### src/rtl/even_odd_fsm.sv
// Registered parity classifier: IDLE/EVEN/ODD FSM driven by the LSB of each valid sample.
// Optional saturating even/odd sample counters are compiled in with `define EVEN_ODD_COUNT_EN.
module even_odd_fsm #(
  parameter int WIDTH = 4,
  parameter int CNT_W = 8
) (
  input  logic             clk,
  input  logic             rst,
  input  logic [WIDTH-1:0] num_in,
  input  logic             valid,
  output logic             is_even,
  output logic             is_odd,
  output logic             out_valid,
  output logic             changed,
`ifdef EVEN_ODD_COUNT_EN
  output logic [CNT_W-1:0] even_cnt,
  output logic [CNT_W-1:0] odd_cnt,
`endif
  output logic [1:0]       state_o
);

  typedef enum logic [1:0] {
    IDLE = 2'b00,
    EVEN = 2'b01,
    ODD  = 2'b10
  } state_t;

  state_t r_state;
  state_t w_state_nxt;
  logic   r_out_valid;
  logic   r_changed;
  logic   w_out_valid_nxt;
  logic   w_changed_nxt;
  logic   w_sample_odd;

  // Only bit 0 carries the class; the remaining bits are intentionally dropped.
  logic   w_unused_upper;
  assign w_unused_upper = ^num_in;
  assign w_sample_odd   = num_in[0];

  always_ff @(posedge clk or negedge rst) begin
    if (!rst) begin
      r_state     <= IDLE;
      r_out_valid <= 1'b0;
      r_changed   <= 1'b0;
    end else begin
      r_state     <= w_state_nxt;
      r_out_valid <= w_out_valid_nxt;
      r_changed   <= w_changed_nxt;
    end
  end

  always_comb begin
    w_state_nxt     = r_state;
    w_out_valid_nxt = 1'b0;
    w_changed_nxt   = 1'b0;
    case (r_state)
      IDLE, EVEN, ODD: begin
        if (valid) begin
          w_state_nxt     = w_sample_odd ? ODD : EVEN;
          w_out_valid_nxt = 1'b1;
          // The first classification out of IDLE is never a change.
          w_changed_nxt   = (r_state != IDLE) && (w_state_nxt != r_state);
        end
      end
      default: w_state_nxt = IDLE;
    endcase
  end

  assign is_even   = (r_state == EVEN);
  assign is_odd    = (r_state == ODD);
  assign out_valid = r_out_valid;
  assign changed   = r_changed;
  assign state_o   = r_state;

`ifdef EVEN_ODD_COUNT_EN
  logic [CNT_W-1:0] r_even_cnt;
  logic [CNT_W-1:0] r_odd_cnt;

  // Counters saturate at all-ones rather than wrapping.
  always_ff @(posedge clk or negedge rst) begin
    if (!rst) begin
      r_even_cnt <= '0;
      r_odd_cnt  <= '0;
    end else if (w_out_valid_nxt) begin
      if (!w_sample_odd && (r_even_cnt != {CNT_W{1'b1}}))
        r_even_cnt <= r_even_cnt + 1'b1;
      if (w_sample_odd && (r_odd_cnt != {CNT_W{1'b1}}))
        r_odd_cnt <= r_odd_cnt + 1'b1;
    end
  end

  assign even_cnt = r_even_cnt;
  assign odd_cnt  = r_odd_cnt;
`else
  logic [CNT_W-1:0] w_unused_cnt;
  assign w_unused_cnt = '0;
`endif

endmodule

### config.mk
export PLATFORM = sky130hd
export DESIGN_NAME = even_odd_fsm
export DESIGN_NICKNAME = d
export VERILOG_FILES = /design/src/rtl/even_odd_fsm.sv
export SDC_FILE = /design/constraint.sdc
export NUM_CORES = 1
export LEC_CHECK = 0
export BUFFER_PORTS_ARGS = -buffer_cell sky130_fd_sc_hd__buf_2
export CAP_MARGIN = 20
export CORE_AREA = 2 2 39 41
export CTS_CLUSTER_DIAMETER = 60
export DETAILED_ROUTE_END_ITERATION = 8
export DIE_AREA = 0 0 41 43
export SYNTH_ARGS = -nofsm -noshare
export SYNTH_HDL_FRONTEND = slang
export SYNTH_SLANG_ARGS = --single-unit
export TNS_END_PERCENT = 5
### constraint.sdc
create_clock -name clk -period 1.4 [get_ports clk]
set_input_delay 0.28 -clock clk [delete_from_list [all_inputs] [get_ports clk]]
set_output_delay 0.28 -clock clk [all_outputs]
set_load 0.02 [all_outputs]
==> flow_summary.ini <==
[detailed_routing]
viasPerCell = 3.58
drt_iter0_drc = 3
first_pass_iters = 4
num_vias = 154
final_antenna_net_count = 0
drc = 0
avgRoutedWirePerCell_um = 9.21
routed_wl_um = 396

[place]
place_ws_ns = 0.340
hpwl_um = 287
place_area_um2 = 239
gp_congestion = 0.573
place.port_buffers = 9
placed_cells = 39

[layout]
seqCellArea_um2 = 100
instances_no_fill = 43
final_area_um2 = 272
num_antenna_cells = 0
final_util_pct = 19.6
fillers = 165
multi_input_area_um2 = 73.8
drive_gt1_share_pct = 48.1
syn_to_final_growth_pct = 56.1
nets = 36

[timing]
worst_slew_pin_slew_ns = 0.186
fin_crit_sh_pct = 94.1
holdWs_ns = 0.328
worst_clock_skew_ns = 0.00173
hold_viol_final = 0
max_freq_mhz = 759
period_needed_ns = 1.32
rsz0062_at_grt = false
setup_violations = 0
setup_slack_ns = 0.0822
setup_tns_ns = 0
slew_headroom_pct = 87.6
slew_viol_final = 0

[floorplanning]
start_util_pct = 12.6
design.die.area_um2 = 1760
num_rows = 14
die_w_um = 41
fp.coreArea_um2 = 1380
die_y_um = 43
io_pins = 13

[power]
p_leak_nw = 0.144
power_density_nw_per_um2 = 1370
irDropWorstVdd_mv = 0.283
p_total_mw = 0.373

[clock_tree]
cts-root-buf = clkbuf_4
cts_hold_buf = 1
cts_sinks = 4
insertion_delay_ns = 0.23
cts_buffers = 3
post_cts_resized = 0
htreeDepth = 1
post_cts_buffers = 0
cts_tree = done
clk_pin_slew_ns = 0.04
cts_max_path_buffers = 2

[setup_path]
crit_required_ns = 1.12
worstSetupEndpointType = output port
worst-endpoint-arrival_ns = 1.04
startpoint_type = flip-flop
reg2reg_setup_slack_ns = 0.44
crit_type = reg -> out
worstPathMaxFanout = 6

[global_route]
antenna_found_initial = 0
grtUsageTotal_pct = 6.04
grt_max_degree = 7
gr-total-overflow = 0
grt_pass1_vias = 152
grt_pass1_wl_um = 627

[run_status]
status = finished clean

[synth]
syn_avg_cell_area_um2 = 12.4
synth.top_cell.area_share_pct = 57.6
synth_edf_count = 0
syn_inst = 14
ys_warn_count = 0
ys_seq_elements = 4
synth_nets = 21
ys_top_cells_by_area = dfrtp_1, and4bb_1, o211a_1
yosysMostFrequentCell = dfrtp_1
yosysSeqAreaShare_pct = 57.6
synth_async_sr_flop_share_pct = 100
synthTopCellsByCount = dfrtp_1, nand2_1
synth_area_leader_cell = dfrtp_1
syn_area_um2 = 174
ys_types = 10
synth_ff_type = dfrtp_1

[flow_run]
max_cap_viol_count = 0

[hold_path]
min_path_type = in -> reg
==> logic make-up (layout without fill, tap and decap cells) <==
| logic type | after synthesis | after routing | synth area share (%) |
|---|---|---|---|
| flops | 4 | 4 | 57.6 |
| buf+inv | 0 | 13 | 0 |
| simple gates | 7 | 7 | 27.3 |
| compound gates | 3 | 3 | 15.1 |
==> registers in the layout (all words and copies together) (netlist names) <==
| register | flops |
|---|---|
| state_o | 2 |
| changed | 1 |
| out_valid | 1 |
==> worst max-delay path, stage by stage, from the launching register on <==
cell	delay [ns]
dfrtp_1	0.42
and2b_2	0.23
buf_2	0.15
==> layer usage <==
metal / wire, um / GRT usage [%] / vias up
li1: - / - / 76
met1: 200 / 7.47 / 68
met2: 139 / 5.94 / 10
met3: 56 / 4.71 / 0
met4: 0 / 6.00 / 0
met5: 0 / 0 / -
==> power breakdown <==
part	switching [mW]	total, mW	internal, mW
logic	0.0507	0.0879	0.0372
registers	0.0138	0.144	0.130
clock network	0.0458	0.142	0.0958
total	0.110	0.373	0.263
==> path summary, 6_finish.rpt <==
path,start,end,cells past startpoint
hold reg to reg,state_o[1]$_DFFE_PN0P_,state_o[1]$_DFFE_PN0P_,2
setup reg to reg,state_o[1]$_DFFE_PN0P_,changed$_DFF_PN0_,2
max in group asynchronous,rst,changed$_DFF_PN0_,2
hold / removal,valid,out_valid$_DFF_PN0_,2
min in group asynchronous,rst,state_o[1]$_DFFE_PN0P_,2
setup / recovery,state_o[0]$_DFFE_PN0P_,is_odd,2
==> cell type report <==
type                       instances  area share, %
sequential                         4           36.9
timing repair buffer              10           20.3
multi-input combinational         10           27.2
clock buffer                       3           8.29
tap                               16           7.37
==> layout by cell type (no fill, tap or decap) <==
cell type      n
and2b_2        1
buf_2          9
a21boi_1       1
nor2b_1        1
dfrtp_1        4
and4bb_1       1
nand2_1        2
o211a_1        1
a31o_1         1
dlygate4sd3_1  1
clkbuf_4       3
and2_1         1
nand2b_1       1
Power figures use the tool's default switching activity.
